$ cat src/rtl/imem_loader_pkg.sv
// Shared types and constants for the instruction-memory loader.
// The state encoding is fixed so it can be compared against debug traces.
package imem_loader_pkg;

    typedef enum logic [2:0] {
        IDLE    = 3'd0,
        COLLECT = 3'd1,
        WRITE   = 3'd2,
        DONE    = 3'd3,
        ERR     = 3'd4
    } state_t;

    localparam logic [1:0] ERR_NONE     = 2'b00;
    localparam logic [1:0] ERR_TIMEOUT  = 2'b01;
    localparam logic [1:0] ERR_OVERFLOW = 2'b10;

    localparam logic [31:0] DEFAULT_HALT_WORD = 32'hFFFF_FFFF;

endpackage

$ cat src/rtl/imem_loader_if.sv
// Bundle of the loader's control, UART byte stream and instruction-memory write port.
// The master modport is the loader itself; slave is whoever drives the stream and observes the writes.
interface imem_loader_if;
    logic        load_start;
    logic [7:0]  rx_data;
    logic        rx_valid;
    logic        imem_write_en;
    logic [31:0] imem_data;
    logic [31:0] imem_addr_wr;
    logic        load_busy;
    logic        load_done;
    logic        load_error;
    logic [1:0]  err_code;
    logic [8:0]  word_count;

    modport master (
        input  load_start, rx_data, rx_valid,
        output imem_write_en, imem_data, imem_addr_wr,
        output load_busy, load_done, load_error, err_code, word_count
    );

    modport slave (
        output load_start, rx_data, rx_valid,
        input  imem_write_en, imem_data, imem_addr_wr,
        input  load_busy, load_done, load_error, err_code, word_count
    );
endinterface

$ cat src/rtl/imem_loader_byte_packer.sv
// Packs four accepted bytes into a little-endian word. Only bytes 0..2 are stored;
// the completed word is presented combinationally with the fourth byte in the same cycle.
module byte_packer (
    input  logic        clk,
    input  logic        reset,
    input  logic        clear,
    input  logic        byte_valid,
    input  logic [7:0]  byte_data,
    output logic [31:0] word,
    output logic        word_ready
);

    logic [1:0]  byte_cnt;
    logic [23:0] partial;

    assign word_ready = byte_valid && (byte_cnt == 2'd3);
    assign word       = {byte_data, partial};

    always_ff @(posedge clk) begin
        if (!reset || clear) begin
            byte_cnt <= 2'd0;
            partial  <= 24'd0;
        end else if (byte_valid) begin
            // The counter wraps 3 -> 0, so the next byte starts a fresh word.
            byte_cnt <= byte_cnt + 2'd1;
            case (byte_cnt)
                2'd0:    partial[7:0]   <= byte_data;
                2'd1:    partial[15:8]  <= byte_data;
                2'd2:    partial[23:16] <= byte_data;
                default: partial        <= partial;
            endcase
        end
    end

endmodule

$ cat src/rtl/imem_loader.sv
// Writer side of the instruction-memory load port: UART bytes in, aligned 32-bit
// memory writes out, with halt-word termination, byte timeout and overflow detection.
module imem_loader
    import imem_loader_pkg::*;
#(
    parameter int          MEM_BYTES    = 1024,
    parameter logic [31:0] HALT_WORD    = DEFAULT_HALT_WORD,
    parameter int          BYTE_TIMEOUT = 100000
) (
    input  logic              clk,
    input  logic              reset,
    imem_loader_if.master     bus
);

    localparam int                 TIMER_W   = $clog2(BYTE_TIMEOUT);
    localparam logic [TIMER_W-1:0] TIMER_MAX = TIMER_W'(BYTE_TIMEOUT - 1);
    localparam logic [31:0]        MEM_END   = 32'(MEM_BYTES);

    state_t             state;
    state_t             state_next;
    logic [TIMER_W-1:0] timer;
    logic [31:0]        addr;
    logic [31:0]        write_data;
    logic [31:0]        write_addr;
    logic               write_en;
    logic [1:0]         err_code;
    logic [8:0]         word_count;
    logic               load_go;
    logic               accept;
    logic [31:0]        packed_word;
    logic               word_ready;

    assign load_go = bus.load_start && (state == IDLE || state == DONE || state == ERR);
    assign accept  = bus.rx_valid && (state == COLLECT || state == WRITE);

    byte_packer u_packer (
        .clk        (clk),
        .reset      (reset),
        .clear      (load_go),
        .byte_valid (accept),
        .byte_data  (bus.rx_data),
        .word       (packed_word),
        .word_ready (word_ready)
    );

    always_ff @(posedge clk) begin
        if (!reset) begin
            state <= IDLE;
        end else begin
            state <= state_next;
        end
    end

    always_comb begin
        state_next = state;
        case (state)
            IDLE, DONE, ERR: begin
                if (bus.load_start) state_next = COLLECT;
            end
            COLLECT: begin
                if (bus.rx_valid) begin
                    if (word_ready) state_next = WRITE;
                end else if (timer == TIMER_MAX) begin
                    state_next = ERR;
                end
            end
            WRITE: begin
                // A halt word in the last slot still counts as a clean finish.
                if (write_data == HALT_WORD)         state_next = DONE;
                else if (addr + 32'd4 == MEM_END)    state_next = ERR;
                else                                 state_next = COLLECT;
            end
            default: state_next = IDLE;
        endcase
    end

    always_ff @(posedge clk) begin
        if (!reset) begin
            write_en   <= 1'b0;
            write_data <= 32'd0;
            write_addr <= 32'd0;
            addr       <= 32'd0;
            word_count <= 9'd0;
            timer      <= '0;
            err_code   <= ERR_NONE;
        end else begin
            write_en <= (state_next == WRITE);
            if (load_go) begin
                addr       <= 32'd0;
                word_count <= 9'd0;
                timer      <= '0;
                err_code   <= ERR_NONE;
            end else begin
                if (state == COLLECT && word_ready) begin
                    write_data <= packed_word;
                    write_addr <= addr;
                end
                if (state == WRITE) begin
                    addr       <= addr + 32'd4;
                    word_count <= word_count + 9'd1;
                end
                if (accept || state == WRITE) begin
                    timer <= '0;
                end else if (state == COLLECT && timer != TIMER_MAX) begin
                    timer <= timer + 1'b1;
                end
                if (state == COLLECT && state_next == ERR) err_code <= ERR_TIMEOUT;
                if (state == WRITE && state_next == ERR)   err_code <= ERR_OVERFLOW;
            end
        end
    end

    assign bus.imem_write_en = write_en;
    assign bus.imem_data     = write_data;
    assign bus.imem_addr_wr  = write_addr;
    assign bus.load_busy     = (state == COLLECT) || (state == WRITE);
    assign bus.load_done     = (state == DONE);
    assign bus.load_error    = (state == ERR);
    assign bus.err_code      = err_code;
    assign bus.word_count    = word_count;

endmodule

$ cat src/flat_wrapper.sv
// flat-port wrapper written by rule: the top's interface ports become plain ports
module imem_loader_flat import imem_loader_pkg::*;
#(
    parameter int          MEM_BYTES    = 1024,
    parameter logic [31:0] HALT_WORD    = DEFAULT_HALT_WORD,
    parameter int          BYTE_TIMEOUT = 100000
)
  (clk, reset, bus_load_start, bus_rx_data, bus_rx_valid, bus_imem_write_en, bus_imem_data, bus_imem_addr_wr, bus_load_busy, bus_load_done, bus_load_error, bus_err_code, bus_word_count);
  imem_loader_if bus_i ();
  input  logic clk;
  input  logic reset;
  input wire logic [$bits(bus_i.load_start)-1:0] bus_load_start;
  input wire logic [$bits(bus_i.rx_data)-1:0] bus_rx_data;
  input wire logic [$bits(bus_i.rx_valid)-1:0] bus_rx_valid;
  output wire logic [$bits(bus_i.imem_write_en)-1:0] bus_imem_write_en;
  output wire logic [$bits(bus_i.imem_data)-1:0] bus_imem_data;
  output wire logic [$bits(bus_i.imem_addr_wr)-1:0] bus_imem_addr_wr;
  output wire logic [$bits(bus_i.load_busy)-1:0] bus_load_busy;
  output wire logic [$bits(bus_i.load_done)-1:0] bus_load_done;
  output wire logic [$bits(bus_i.load_error)-1:0] bus_load_error;
  output wire logic [$bits(bus_i.err_code)-1:0] bus_err_code;
  output wire logic [$bits(bus_i.word_count)-1:0] bus_word_count;
  assign bus_i.load_start = bus_load_start;
  assign bus_i.rx_data = bus_rx_data;
  assign bus_i.rx_valid = bus_rx_valid;
  assign bus_imem_write_en = bus_i.imem_write_en;
  assign bus_imem_data = bus_i.imem_data;
  assign bus_imem_addr_wr = bus_i.imem_addr_wr;
  assign bus_load_busy = bus_i.load_busy;
  assign bus_load_done = bus_i.load_done;
  assign bus_load_error = bus_i.load_error;
  assign bus_err_code = bus_i.err_code;
  assign bus_word_count = bus_i.word_count;
  imem_loader #(.MEM_BYTES(MEM_BYTES), .HALT_WORD(HALT_WORD), .BYTE_TIMEOUT(BYTE_TIMEOUT)) u_core (.clk(clk), .reset(reset), .bus(bus_i));
endmodule
$ cat config.mk
export PLATFORM = sky130hd
export DESIGN_NAME = imem_loader_flat
export DESIGN_NICKNAME = d
export VERILOG_FILES = /design/src/rtl/imem_loader_pkg.sv /design/src/rtl/imem_loader_if.sv /design/src/rtl/imem_loader_byte_packer.sv /design/src/rtl/imem_loader.sv /design/src/flat_wrapper.sv
export SDC_FILE = /design/constraint.sdc
export NUM_CORES = 1
export LEC_CHECK = 0
export CAP_MARGIN = 20
export CORE_MARGIN = 2
export CORE_UTILIZATION = 55
export CTS_CLUSTER_DIAMETER = 80
export DETAILED_ROUTE_END_ITERATION = 10
export GPL_ROUTABILITY_DRIVEN = 1
export PLACE_DENSITY_LB_ADDON = 0.08
export SLEW_MARGIN = 5
export SYNTH_ARGS = -nofsm -noshare
export SYNTH_HDL_FRONTEND = slang
export SYNTH_SLANG_ARGS = --single-unit
$ cat constraint.sdc
create_clock -name clk -period 3.1 [get_ports clk]
set_input_delay 0.31 -clock clk [delete_from_list [all_inputs] [get_ports clk]]
set_output_delay 0.31 -clock clk [all_outputs]
set_load 0.02 [all_outputs]
==> results of run 1 <==
==> per-layer routing <==
metal / track usage, % / up-vias / share of wire (%)
met3: 5.72 / 25 / 4.1
met4: 8.86 / 0 / 1.9
li1: - / 2921 / -
met2: 42.0 / 131 / 50
met1: 29.2 / 2662 / 44
met5: 0 / - / 0
==> worst max-delay path, cell delays in order, from the launching register on <==
cell and delay (ns):
dfxtp_1 0.42, ha_1 0.29, nand4_1 0.22, nor4b_1 0.37, mux2_1 0.20, o2111ai_1 0.17
a2111oi_4 0.39, nand4_1 0.20, nor3b_1 0.18
==> final timing paths <==
kind | slack, ns | depth (start not counted) | to | from
worst max-delay path | 0.54 | 8 | u_core.bus.err_code[0]$_SDFFE_PP0P_ | u_core.addr[2]$_SDFFE_PP0N_
worst min-delay path | 0.46 | 2 | u_core.u_packer.partial[15]$_SDFFE_PP0P_ | u_core.u_packer.partial[15]$_SDFFE_PP0P_
worst max register to register | 0.54 | 8 | u_core.bus.err_code[0]$_SDFFE_PP0P_ | u_core.addr[2]$_SDFFE_PP0N_
worst min register to register | 0.46 | 2 | u_core.u_packer.partial[15]$_SDFFE_PP0P_ | u_core.u_packer.partial[15]$_SDFFE_PP0P_
==> kinds of logic after synthesis <==
group | synth area share (%)
buffers and inverters | 4.26
AND/OR/NAND/NOR | 28.0
other | 0.0560
adder cells (fa/ha/maj) | 1.50
multiplexers | 0.617
AO/OA/AOI/OAI | 14.4
flip-flops | 44.9
XOR/XNOR | 6.28
==> final cells by class <==
class / instances / share of cell area [%]
well taps: 147 / 2.25
multi-input cells: 603 / 41.8
repair buffers: 96 / 11.8
clock inverters: 9 / 1.22
clock buffers: 22 / 5.91
inverters: 7 / 0.321
flip-flops and latches: 150 / 36.7
==> power breakdown <==
part	switching, µW	internal [µW]
registers	5.59	1930
clock network	762	1260
logic	74.2	41.8
==> metrics by stage <==
stage	util (%)	total power [µW]	hold slack, ns	std cells
global route	68.5	4190	0.479	1034
global placement	63.4	2100	0.442	1002
CTS	68.3	4110	0.457	1033
finish	68.5	4070	0.457	1034
detailed placement	63.4	2100	0.448	1002
floorplan	-	2060	0.437	819
==> state kept, by name, indices dropped and copies added, names as in the netlist <==
signal	cells
u_core.bus.err_code	2
u_core.bus.word_count	9
u_core.u_packer.partial	24
u_core.bus.imem_write_en	1
u_core.bus.imem_data	32
u_core.u_packer.byte_cnt	2
u_core.addr	30
u_core.bus.imem_addr_wr	30
u_core.state	3
u_core.timer	17
==> cells in the final DEF, fill, tap and decap left out, types with 5 or more instances in the layout <==
| cell type | Yosys | routed |
|---|---|---|
| clkdlybuf4s50_1 | 0 | 88 |
| nor4_1 | 7 | 7 |
| and3_1 | 10 | 10 |
| a21boi_1 | 10 | 10 |
| xnor2_1 | 16 | 16 |
| clkinv_2 | 0 | 5 |
| nand4_1 | 30 | 30 |
| nor3_1 | 14 | 13 |
| a21oi_1 | 47 | 47 |
| and2_1 | 10 | 10 |
| inv_1 | 6 | 6 |
| dfxtp_1 | 150 | 150 |
| and4_1 | 6 | 6 |
| nor2_1 | 57 | 56 |
| o21ai_0 | 18 | 18 |
| a21boi_0 | 52 | 52 |
| xor2_1 | 32 | 32 |
| ha_1 | 8 | 8 |
| nand2_1 | 180 | 179 |
| or3_1 | 21 | 21 |
| clkbuf_16 | 0 | 17 |
| nand3_1 | 44 | 44 |
| buf_4 | 4 | 6 |
==> metrics, run 1 <==
Area growth syn-to-layout=22.3%; iteration-0 DRC count of the detailed router=roughly 390; dominant cell type by area after synthesis=dfxtp_1; Die ar.=approximately 13000 µm²; Main synth FF type=dfxtp_1; area taken by multi-input logic gates=about 3400 µm²; DP Wirelength=approximately 10000 µm; Synth cell types=52; Clock Latency Late Sink=~0.42 ns; startpoint types=flop; Crit Path Class=reg2reg; Max IR drop VDD=between 0.0003 and 0.0004 V; Seq/Total Area, Yosys=between 40% and 50%; vias per inst=5.55; cell area after layout=8190 µm²; gate count after technology mapping=818; Final setup viols=0; Max Freq=390 MHz; top-area cell type share of the netlist area=44.9%; initial antenna violation count=0; Post-CTS Resized=0; period utilization=approximately 83%; number of port buffers=88; CP Max Fanout=6; Worst Setup End Kind=flop; Crit path required time=3.39 ns; cell with the most instances after synthesis=nand2_1; number of flops mapped to enable cells by yosys=0; total number of vias=5739; fin. max-slew vios=0; Ant. Diodes=0; gr usage total=between 20% and 30%; Post-Place Setup Slack=slightly above 0.6 ns; RSZ-0062 raised after global routing=false; vias in the first global route=5409; Die X=between 100 and 150 µm; Post-synth top cells=nand2_1, dfxtp_1, nor2_1, a21boi_0, a21oi_1; Core Area=12000 µm²; status=finished clean; Post-CTS Hold Buffers=0; worst slew pin tran=around 0.6 ns; clock slew at reported path FFs=~0.060 ns; Clock Skew=approximately 0.0040 ns; Initial DRT Pass Iterations=5; H-tree lvl count=4; Mapped Area=6690 µm²; layout cell share with drive strength beyond 1=about 6%; routed len/inst=between 10 and 15 µm; synth warn=0; Detail Route Antenna Nets=0; # fillers=1014; CTS root buffer=clkbuf_16; FP Rows=40; Final Hold Viols=0; Arrival @ worst endpoint=2.86 ns; nets@finish=895; Clock Sink Count=150; GP Congestion=around 0.87; worst min path class=reg2reg; Post-DP Area=7580 µm²; total gr overflow=0; Num CTS Buffers=17; cell leakage power=0.00266 µW; drt drc=0; Post-CTS Setup Inserts=0; CTS max path bufs=2; final setup margin=about 0.54 ns; post-synthesis async set-or-reset flop share=0%; min cycle time layout=around 2.6 ns; most area-consuming cells after synthesis=dfxtp_1, nand2_1, a21boi_0, xor2_1, a21oi_1; TNS Setup=0 ns; Mean Syn Cell Area=8.18 µm²; CTS tree=done; largest net degree at the start of global routing=65; Yosys reg bits=150; Initial Utilization=roughly 56%; DRT Wirelength=about 15000 µm; pwr dens=~500 nW/µm²; max-capacitance violation count=0; register area=roughly 3000 µm²; first-pass GRT wire length=between 20000 and 30000 µm; # IOs=91; Slew headroom=60.4%; Die H=approximately 110 µm
Note: power is estimated with default switching activity, not from simulation.
==> inputs of run 2 (changes only) <==
--- a/config.mk
+++ b/config.mk
@@ -7,7 +7,7 @@
 export LEC_CHECK = 0
 export CAP_MARGIN = 20
 export CORE_MARGIN = 2
-export CORE_UTILIZATION = 55
+export CORE_UTILIZATION = 50
 export CTS_CLUSTER_DIAMETER = 80
 export DETAILED_ROUTE_END_ITERATION = 10
 export GPL_ROUTABILITY_DRIVEN = 1
==> constraint.sdc (replaced) <==
create_clock -name clk -period 2.1 [get_ports clk]
set_input_delay 0.21 -clock clk [delete_from_list [all_inputs] [get_ports clk]]
set_output_delay 0.21 -clock clk [all_outputs]
set_load 0.02 [all_outputs]
==> run 2 against run 1 <==
Effect of this change:
- the run now ends with negative setup slack left
- final cell count grew 9.3%
- die area increased by 9.6%
- routed wire length up 15%
- via count rose by 7.3%
- worst setup slack got worse by 0.62 ns
- largest cell class unchanged
- design area is 9.0% higher
- global-route usage up 0.38 points
- critical path depth did not move
- clock power rose by 68%
- worst hold slack worse by 0.0051 ns
==> metrics, run 2 (synthesis results as in run 1) <==
status=complete, but fails checks; failing checks=negative setup slack; most used cell, CP=nand4_1; Slowest-stage cell, CP=dfxtp_1; max-capacitance violation count=0; worst min path class=reg2reg; CP bufs+invs=1; r2r endpoint=u_core.bus.err_code[0]$_SDFFE_PP0P_; most frequent cells in the layout=nand2_1, dfxtp_1, clkdlybuf4s50_1, buf_4, nor2_1; number of port buffers=88; Die X=between 100 and 150 µm; total number of vias=6156; Num CTS Buffers=17; worst path cell trace=and4_4, nand4_1, buf_4, nor2_1, a21oi_1, a2111oi_2, nand4_1, nor3b_2; largest net degree at the start of global routing=59; CTS tree=done; max FFs per register=32; Final Hold Viols=0; min cycle time layout=roughly 2.2 ns; Die ar.=about 14000 µm²; Clock Latency Late Sink=about 0.43 ns; CTS root buffer=clkbuf_16; Final setup viols=4; Ant. Diodes=0; Area growth syn-to-layout=33.3%; Clock Sink Count=150; Gate power share=roughly 3.1%; FP Rows=42; RSZ-0062 raised after global routing=true; Die H=120 µm; Detail Route Antenna Nets=0; GP Congestion=~0.9; Clk pwr share=52.7%; Post-Place Setup Slack=-0.110 ns; Max Freq=457 MHz; gr usage total=between 20% and 30%; Max IR drop VDD=around 0.0005 V; crit path from=u_core.addr[8]$_SDFFE_PP0N_; total gr overflow=0; Crit path required time=approximately 2.4 ns; Clock Skew=0.00805 ns; CTS max path bufs=2; switch share=between 20% and 30%; H-tree lvl count=4; DRT Wirelength=17600 µm; R2R setup slack=-0.09 ns; worst flop-to-flop path startpoint=u_core.addr[8]$_SDFFE_PP0N_; pwr dens=between 700 and 800 nW/µm²; cell-internal power=5080 µW; DP Wirelength=12400 µm; area taken by multi-input logic gates=approximately 3600 µm²; fin. max-slew vios=0; startpoint types=flop; Crit Path Class=reg2reg; CP Depth=8; max incr delay on CP=roughly 0.39 ns; # IOs=about 90; first-pass GRT wire length=about 28000 µm; NetSw=1370 µW; layout cell share with drive strength beyond 1=between 10% and 20%; iteration-0 DRC count of the detailed router=between 400 and 500; initial antenna violation count=0; vias per inst=5.45; most common cell after layout, fill and taps aside=nand2_1; final setup margin=-0.0890 ns; drt drc=0; nets@finish=just under 1k; Core Area=~13000 µm²; Worst Setup End Kind=flop; worst r2r path cells=8; sequential fraction of design power=around 44%; # fillers=about 1.1k; clock slew at reported path FFs=around 0.060 ns; CP Max Fanout=5; Initial Utilization=51.0%; Arrival @ worst endpoint=approximately 2.5 ns; period utilization=104%; vias in the first global route=a little under 6k; Top Family by Delay on Critical Path=simple AND/OR/NAND/NOR gates; Initial DRT Pass Iterations=6; utilization after layout=between 60% and 70%; Worst setup endpoint=u_core.bus.err_code[0]$_SDFFE_PP0P_; routed len/inst=roughly 16 µm; register area=3010 µm²; cell leakage power=between 0.003 and 0.004 µW
## run 2: changes by cell type in the layout (fill, tap and decap cells not counted), sizes merged
cell / delta
dlygate4sd2: +2
buf: +66
clkinvlp: -1
dlymetal6s2s: +1
clkbuf: -4
bufinv: +3
clkdlybuf4s50: -3
inv: +3
## run 2: worst min path at each step
stage	start	to	slack [ns]	depth (start not counted)
global route	u_core.u_packer.partial[19]$_SDFFE_PP0P_	u_core.u_packer.partial[19]$_SDFFE_PP0P_	0.47	2
finish	u_core.bus.imem_addr_wr[22]$_SDFFE_PN0P_	u_core.bus.imem_addr_wr[22]$_SDFFE_PN0P_	0.45	2
floorplan	bus_rx_data[0]	u_core.bus.imem_data[24]$_SDFFE_PN0P_	0.35	2
detailed placement	u_core.bus.imem_addr_wr[22]$_SDFFE_PN0P_	u_core.bus.imem_addr_wr[22]$_SDFFE_PN0P_	0.45	2
global placement	u_core.bus.imem_addr_wr[22]$_SDFFE_PN0P_	u_core.bus.imem_addr_wr[22]$_SDFFE_PN0P_	0.44	2
CTS	u_core.bus.imem_addr_wr[22]$_SDFFE_PN0P_	u_core.bus.imem_addr_wr[22]$_SDFFE_PN0P_	0.45	2
## run 2: per-layer routing
metal,routed length [µm],global-route usage (%)
met1,7880,31.1
met2,8590,41.3
met3,751,4.90
met4,365,9.56
met5,0,0
## run 2: metrics by stage
step	total power (µW)	std cells	instance area, µm²	TNS, ns	hold WS, ns
global placement	3110	1095	8110	-0.193	0.442
CTS	6500	1128	8790	-0.342	0.455
detailed placement	3120	1095	8110	-0.239	0.446
finish	6460	1130	8920	-0.181	0.452
floorplan	3040	819	6720	-0.0188	0.355
global route	6620	1130	8920	-0.801	0.471
## run 2: layout make-up
type / count / area share [%]
clock buffers: 18 / 4.92
clock inverters: 14 / 2.50
inverters: 7 / 0.294
multi-input cells: 603 / 39.9
flip-flops and latches: 150 / 33.8
well taps: 176 / 2.47
repair buffers: 162 / 16.2
## run 2: worst register-to-register path: stages (launching register included)
cell and delay [ns]:
dfxtp_1 0.39, and4_4 0.29, nand4_1 0.21, buf_4 0.21, nor2_1 0.09, a21oi_1 0.09, a2111oi_2 0.39, nand4_1 0.18
nor3b_2 0.19
## run 2: repair_timing
| item | 4_1_cts | 5_1_grt |
|---|---|---|
| buffers inserted | 1 | 2 |
| pin swaps | 6 | 11 |
| resized for setup | 6 | 25 |
| hold buffers | 0 | 0 |
| setup endpoints to repair | 6 | 16 |
## run 2: power groups by stage
stage	registers [µW]	clock network [µW]	logic, µW
after detailed placement	2920	0	193
after CTS	2860	3450	194
after floorplan	2920	0	113
after global placement	2920	0	189
final	2860	3400	199
after global routing	2860	3540	215
